[src/rtl/ram_port_sequencer.sv]
// Burst command sequencer for one port of a synchronous-read RAM: accepts read/write
// bursts over valid/ready, drives one RAM beat at a time and returns read data.
module ram_port_sequencer #(
  parameter int DATA_W = 8,
  parameter int ADDR_W = 6,
  parameter int LEN_W  = 4
) (
  input  logic              clk,
  input  logic              rst,
  input  logic              cmd_valid,
  output logic              cmd_ready,
  input  logic              cmd_write,
  input  logic [ADDR_W-1:0] cmd_addr,
  input  logic [LEN_W-1:0]  cmd_len,
  input  logic              wr_valid,
  output logic              wr_ready,
  input  logic [DATA_W-1:0] wr_data,
  output logic              rd_valid,
  input  logic              rd_ready,
  output logic [DATA_W-1:0] rd_data,
  output logic              rd_last,
  output logic              ram_we,
  output logic              ram_re,
  output logic [ADDR_W-1:0] ram_addr,
  output logic [DATA_W-1:0] ram_wdata,
  input  logic [DATA_W-1:0] ram_q,
  output logic              busy
);

  typedef enum logic [2:0] {
    S_IDLE,
    S_WR,
    S_RD_ISSUE,
    S_RD_WAIT,
    S_RD_HOLD
  } state_t;

  state_t              r_state;
  logic [ADDR_W-1:0]   r_cur_addr;
  logic [LEN_W-1:0]    r_beats_left;
  logic                r_rd_valid;
  logic [DATA_W-1:0]   r_rd_data;
  logic                r_rd_last;

  logic                w_last_beat;
  logic [ADDR_W-1:0]   w_next_addr;
  logic [LEN_W-1:0]    w_next_beats;

  assign w_last_beat  = (r_beats_left == '0);
  // Address arithmetic is modulo 2^ADDR_W; the carry out is simply dropped.
  assign w_next_addr  = r_cur_addr + ADDR_W'(1);
  assign w_next_beats = r_beats_left - LEN_W'(1);

  // NOTE: every register below is updated with non-blocking assignments so all state
  // advances together on the clock edge regardless of statement order.
  always_ff @(posedge clk) begin
    if (rst) begin
      r_state      <= S_IDLE;
      r_cur_addr   <= '0;
      r_beats_left <= '0;
      r_rd_valid   <= 1'b0;
      r_rd_data    <= '0;
      r_rd_last    <= 1'b0;
    end else begin
      case (r_state)
        S_IDLE: begin
          if (cmd_valid) begin
            r_cur_addr   <= cmd_addr;
            r_beats_left <= cmd_len;
            r_state      <= cmd_write ? S_WR : S_RD_ISSUE;
          end
        end
        S_WR: begin
          if (wr_valid) begin
            if (w_last_beat) begin
              r_state <= S_IDLE;
            end else begin
              r_cur_addr   <= w_next_addr;
              r_beats_left <= w_next_beats;
            end
          end
        end
        S_RD_ISSUE: begin
          r_state <= S_RD_WAIT;
        end
        S_RD_WAIT: begin
          // RAM output is valid exactly one cycle after the read strobe.
          r_rd_data  <= ram_q;
          r_rd_valid <= 1'b1;
          r_rd_last  <= w_last_beat;
          r_state    <= S_RD_HOLD;
        end
        S_RD_HOLD: begin
          if (rd_ready) begin
            r_rd_valid <= 1'b0;
            if (w_last_beat) begin
              r_state <= S_IDLE;
            end else begin
              r_cur_addr   <= w_next_addr;
              r_beats_left <= w_next_beats;
              r_state      <= S_RD_ISSUE;
            end
          end
        end
        default: r_state <= S_IDLE;
      endcase
    end
  end

  // Reset masks cmd_ready so no command is taken while the block is being cleared.
  assign cmd_ready = (r_state == S_IDLE) && !rst;
  assign wr_ready  = (r_state == S_WR);
  assign busy      = (r_state != S_IDLE);
  assign ram_we    = (r_state == S_WR) && wr_valid;
  assign ram_re    = (r_state == S_RD_ISSUE);
  assign ram_addr  = r_cur_addr;
  assign ram_wdata = wr_data;
  assign rd_valid  = r_rd_valid;
  assign rd_data   = r_rd_data;
  assign rd_last   = r_rd_last;

endmodule

[config.mk]
export PLATFORM = sky130hd
export DESIGN_NAME = ram_port_sequencer
export DESIGN_NICKNAME = d
export VERILOG_FILES = /design/src/rtl/ram_port_sequencer.sv
export SDC_FILE = /design/constraint.sdc
export NUM_CORES = 1
export LEC_CHECK = 0
export CAP_MARGIN = 5
export CORE_UTILIZATION = 29
export CTS_BUF_LIST = sky130_fd_sc_hd__clkbuf_2 sky130_fd_sc_hd__clkbuf_4 sky130_fd_sc_hd__clkbuf_8
export DETAILED_ROUTE_END_ITERATION = 10
export GPL_TIMING_DRIVEN = 0
export MAX_ROUTING_LAYER = met4
export SYNTH_ARGS = -nofsm -noshare
export SYNTH_HDL_FRONTEND = slang
export SYNTH_SLANG_ARGS = --single-unit
[constraint.sdc]
create_clock -name clk -period 1.4 [get_ports clk]
set_input_delay 0.14 -clock clk [delete_from_list [all_inputs] [get_ports clk]]
set_output_delay 0.14 -clock clk [all_outputs]
set_load 0.02 [all_outputs]
==> metrics.txt, run 1 <==
Synth Warn #=0; fin crit share=1.11; DRT Pass-1 Iters=4; Flop pwr share=0.349; clk_lat worst skew=approximately 270 ps; combinational share of power=0.460; Initial Util=0.305; DRT Wirelength=3900 um; worst-path cell chain=inv_4, ha_4, nor3b_4, a21o_4, nor2_4, a311oi_1; fill count=between 300 and 400; GP Congestion=0.814; Total Routing Usage GR=0.168; worst-path fanout max=7; routed wire length per instance=14.6 um; ant diodes=0; DR vias=around 1400; Iter 0 DRT Violations=51; worst reg-to-reg setup slack=-150 ps; Fmax=roughly 0.64 GHz; Critical Path RT=~1600 ps; Slew HR=0.668; Hold-fix buffers, CTS=0; grt total ovfl=0; Post-synth ARST share=0; Rows=24; # DRC=0; switching power=a little over 800 uW; failing checks=negative setup slack; Reg area=around 470 um^2; P_int=between 1000 and 1500 uW; H-tree lvl count=1; post-DR vias/cell=between 5 and 6; switching portion of total power=0.363; Core ar.=4410 um^2; Hold WC Path Type=in2reg; RSZ-0062 raised after global routing=true; Setup violations, final=13; Num CTS Buffers=3; critical path data arrival time=1740 ps; skew final=6.01 ps; Post-synth EDFFs=0; total power=approximately 2300 uW; clk slew on worst S/H paths=90 ps; CP Launch Type=register; multi-input logic area=slightly below 900 um^2; CP Class=reg2reg; Hold Slack=between 200 and 300 ps; Die Wd=between 70 and 80 um; Die Area=between 4000 and 5000 um^2; largest net degree at the start of global routing=14; port bufs=52; setup slack after layout=-154 ps; Slowest-stage cell, CP=nor3b_4; Final ANT Viol Nets=0; pre-CTS setup slack=-481 ps; Setup crit end kind=register; post-synthesis sequential area ratio=0.342; Clock Tree Buf Depth=2; Layout area overhead=67.5%; shortest period the worst path allows=~1600 ps; Cell Area, Synth=between 1000 and 1500 um^2; Final Hold Vio Count=0; final net count=250; syn avg cell area=8.98 um^2; syn_nets=184; cell count after synthesis=150; slew at the pin closest to its max-slew limit=498 ps; DP HPWL=about 2600 um; initial antenna violation count=0; Slew Limit Fails=0; vias in the first global route=between 1000 and 1500; layout cells sized above 1=0.330; Lkg Pwr=approximately 0.0010 uW; flops & latches, synth=23; Sink Count=23; global-route wire length before repair=around 6500 um; die height=about 70 um; PwrDens=approximately 1000 nW/um^2; CP peak stage delay=360 ps; clock share of power=0.191; most common cell after layout, fill and taps aside=clkdlybuf4s50_1; most frequent cells in the layout=clkdlybuf4s50_1, buf_4, dfxtp_1, a21oi_1; clk root buf=clkbuf_8; VDD IR max=between 0.6 and 0.7 mV; Post-synth top flop=dfxtp_1; max cap viols=0; IO Pins=between 60 and 70; CTS tree=done; Synth cell types=46; run status=finished, violations left
power groups by stage:
| stage | sequential, uW | combinational [uW] | clock, uW |
|---|---|---|---|
| 2_1_floorplan | 821 | 539 | 0 |
| 3_3_place_gp | 788 | 868 | 0 |
| 3_5_place_dp | 793 | 869 | 0 |
| 4_1_cts | 784 | 975 | 449 |
| 5_1_grt | 801 | 1130 | 481 |
| 6_report | 791 | 1040 | 433 |
metal layers:
| metal | global-route usage | up-vias | share of wire |
|---|---|---|---|
| met4 | 0.0489 | 0 | 0.014 |
| met3 | 0.0346 | 6 | 0.049 |
| li1 | - | 677 | - |
| met1 | 0.196 | 653 | 0.44 |
| met2 | 0.291 | 47 | 0.50 |
| met5 | - | - | 0 |
metrics by stage:
stage | instance area (um^2) | instances | util | TNS [ps]
4_1_cts | 2150 | 263 | 0.488 | -1350
3_5_place_dp | 1970 | 254 | 0.447 | -7960
2_1_floorplan | 1390 | 150 | - | -196
6_report | 2250 | 267 | 0.511 | -1420
5_1_grt | 2250 | 267 | 0.511 | -2410
3_3_place_gp | 1970 | 254 | 0.447 | -7430
final timing paths:
check | start | to | cells past startpoint
worst min register to register | ram_addr[0]$_SDFFE_PP0P_ | ram_addr[0]$_SDFFE_PP0P_ | 1
worst max-delay path | r_beats_left[0]$_SDFFE_PP0P_ | ram_addr[0]$_SDFFE_PP0P_ | 6
worst max register to register | r_beats_left[0]$_SDFFE_PP0P_ | ram_addr[0]$_SDFFE_PP0P_ | 6
worst min-delay path | rst | r_beats_left[2]$_SDFFE_PP0P_ | 3
cell usage after synthesis (2+ instances only):
| cell type | instances | area (um^2) |
|---|---|---|
| nor3_1 | 6 | 30.0 |
| mux2i_1 | 10 | 100 |
| buf_6 | 2 | 22.5 |
| o32ai_1 | 6 | 52.6 |
| a21o_1 | 2 | 15.0 |
| a2111oi_0 | 2 | 17.5 |
| clkbuf_1 | 4 | 15.0 |
| nand2b_1 | 7 | 43.8 |
| nor4_1 | 4 | 25.0 |
| dfxtp_1 | 23 | 460 |
| nand2_1 | 6 | 22.5 |
| buf_4 | 8 | 60.1 |
| a311oi_1 | 2 | 17.5 |
| a21oi_1 | 11 | 55.1 |
| ha_1 | 2 | 25.0 |
| buf_2 | 3 | 15.0 |
| nand3_1 | 4 | 20.0 |
| nor2_1 | 12 | 45.0 |
| or3_1 | 2 | 12.5 |
| a211oi_1 | 5 | 37.5 |
| nor4b_1 | 2 | 17.5 |
| inv_1 | 3 | 11.3 |
kinds of logic after synthesis:
| kind of cell | count (synthesis) | share of synthesized area |
|---|---|---|
| XOR/XNOR | 2 | 0.0325 |
| AND/OR/NAND/NOR | 54 | 0.227 |
| AO/OA/AOI/OAI | 38 | 0.211 |
| multiplexers | 10 | 0.0744 |
| buffers and inverters | 21 | 0.0948 |
| adder cells (fa/ha/maj) | 2 | 0.0186 |
| flip-flops | 23 | 0.342 |
critical path, delay by kind of cell (launching register included):
| kind | cells | cell delay (ps) |
|---|---|---|
| AO/OA/AOI/OAI | 2 | 480 |
| adder cells (fa/ha/maj) | 1 | 150 |
| buffers and inverters | 1 | 70 |
| flip-flops | 1 | 350 |
| AND/OR/NAND/NOR | 2 | 410 |
what timing repair did:
item / in CTS / in global routing
gates cloned: 0 / 0
buffers inserted: 6 / 4
endpoints found under the setup margin: 32 / 33
pin swaps: 9 / 8
hold endpoints to repair: 0 / 0
resized for setup: 63 / 23
layout make-up:
| type | count | area share |
|---|---|---|
| plain buffers | 16 | 0.0638 |
| clock buffers | 3 | 0.0183 |
| clock inverters | 1 | 0.00222 |
| inverters | 4 | 0.00777 |
| multi-input cells | 106 | 0.396 |
| repair buffers | 62 | 0.272 |
| well taps | 52 | 0.0289 |
| flip-flops and latches | 23 | 0.210 |
sequential cells by signal, indices dropped and copies added, names as in the netlist:
signal	flops
r_beats_left	4
r_state	3
ram_addr	6
rd_data	8
rd_last	1
rd_valid	1
No activity file was read; power rests on OpenSTA's default activity.
==> run 2, diff against run 1 <==
--- a/config.mk
+++ b/config.mk
@@ -11,6 +11,7 @@
 export DETAILED_ROUTE_END_ITERATION = 10
 export GPL_TIMING_DRIVEN = 0
 export MAX_ROUTING_LAYER = met4
+export SKIP_LAST_GASP = 1
 export SYNTH_ARGS = -nofsm -noshare
 export SYNTH_HDL_FRONTEND = slang
 export SYNTH_SLANG_ARGS = --single-unit
==> run 2 against run 1 <==
  * The run still ends with negative setup slack left
  * Combinational power is essentially flat
  * Non-clock buffer count shrank 1
  * First-iteration DRC count grew 14%
  * Global-route usage barely moved
  * Cell count down 0.37%
  * Maximum frequency is essentially flat
  * Core utilization fell by 0.40 points
  * Sequential power about the same
  * Register-to-register slack is essentially flat
  * Clock-buffer cell count stayed put
  * Hold slack improved by 54 ps
  * Via count grew 1.0%
  * Critical path type unchanged
  * Largest power group unchanged
==> metrics.txt, run 2 (synthesis results as in run 1) <==
run status=finished, violations left; failing checks=negative setup slack; shortest period the worst path allows=roughly 1600 ps; routed wire length per instance=about 15 um; Final Hold Vio Count=0; met2 GRT Util=0.291; Fmax=~0.64 GHz; slew at the pin closest to its max-slew limit=around 380 ps; fin util=0.507; vias in the first global route=1402; Layout area overhead=66.2%; Lkg Pwr=about 0.001 uW; met1 Use GR=0.195; Num CTS Buffers=3; Rows=24; # DRC=0; PwrDens=a little over 1000 nW/um^2; Slew Limit Fails=0; Slew HR=0.748; most common cell after layout, fill and taps aside=clkdlybuf4s50_1; port bufs=52; Initial Util=0.305; GP Congestion=slightly above 0.8; H-tree lvl count=1; most frequent cells in the layout=clkdlybuf4s50_1, buf_4, dfxtp_1, a21oi_1; grt total ovfl=0; CP Class=reg2reg; clk_lat worst skew=270 ps; max reg flops=8; RSZ-0062 raised after global routing=true; Die Wd=roughly 70 um; clk root buf=clkbuf_8; fin crit share=1.11; CTS tree=done; busiest layer in global routing=met2; initial antenna violation count=0; post-DR vias/cell=between 5 and 6; Hold WC Path Type=in2reg; Critical Path RT=about 1600 ps; DRT Pass-1 Iters=4; Sink Count=23; largest net degree at the start of global routing=14; fill count=between 400 and 500; Setup violations, final=13; Placed Instances=roughly 250; Total Routing Usage GR=0.168; global-route wire length before repair=approximately 6400 um; VDD IR max=0.607 mV; critical path data arrival time=~1700 ps; IO Pins=a little over 60; CP Launch Type=register; Clock Tree Buf Depth=2; Core ar.=around 4400 um^2; layout cells sized above 1=0.327; skew final=about 6.0 ps; worst-path fanout max=7; final net count=249; Iter 0 DRT Violations=58; ant diodes=0; DRT Wirelength=3890 um; die height=between 70 and 80 um; DR vias=around 1400; Die Area=just under 5000 um^2; Final ANT Viol Nets=0; total power=approximately 2300 uW; GR Util met3=0.0346; DP HPWL=2640 um; clk slew on worst S/H paths=approximately 90 ps; setup slack after layout=-153 ps; Setup crit end kind=register; max cap viols=0; Finished Layout Cells=266
## run 2: layout make-up
class,instances,area [um^2],area share
flip-flops and latches,23,474,0.212
multi-input cells,106,886,0.396
plain buffers,16,144,0.0643
clock buffers,3,41.3,0.0185
well taps,52,65.1,0.0291
repair buffers,61,604,0.270
clock inverters,1,5.00,0.00224
inverters,4,17.5,0.00783
## run 2: metrics by stage
stage                     hold WS [ps]  setup WS (ps)  TNS (ps)  cell area (um^2)
after floorplan                    284          -28.6      -196              1390
after global placement             478           -457     -7430              1970
after detailed placement           477           -481     -7960              1970
after CTS                          313           -140     -1380              2150
after global routing               348           -244     -2430              2240
final                              340           -153     -1370              2240
## run 2: layer usage
metal / wire length, um / vias to the layer above
li1: - / 676
met1: 1690 / 665
met2: 1940 / 50
met3: 211 / 6
met4: 53 / 0
met5: 0 / -
## run 2: power breakdown
| group | switching [uW] | internal, uW |
|---|---|---|
| sequential | 72.0 | 720 |
| combinational | 515 | 523 |
| clock | 234 | 199 |
## run 2: worst max-delay path, cell delays in order, from the launching register on
cell and delay (ps):
dfxtp_2 350, inv_4 70, ha_4 150, nor3b_4 360
a21o_4 240, nor2_4 50, a311oi_1 240
## run 2: path summary, 6_finish.rpt
check                                    start                  endpoint  slack, ps  cells past startpoint
hold reg to reg       ram_addr[0]$_SDFFE_PP0P_  ram_addr[0]$_SDFFE_PP0P_        480                      1
hold / removal                       cmd_valid   r_state[1]$_SDFFE_PP0P_        340                      3
setup / recovery  r_beats_left[0]$_SDFFE_PP0P_  ram_addr[0]$_SDFFE_PP0P_       -150                      6
setup reg to reg  r_beats_left[0]$_SDFFE_PP0P_  ram_addr[0]$_SDFFE_PP0P_       -150                      6
## run 2: repair_timing
item,CTS,global route
resized for setup,61,23
setup buffers,6,3
endpoints found under the setup margin,32,33
hold buffers,0,0
pin swaps,9,8
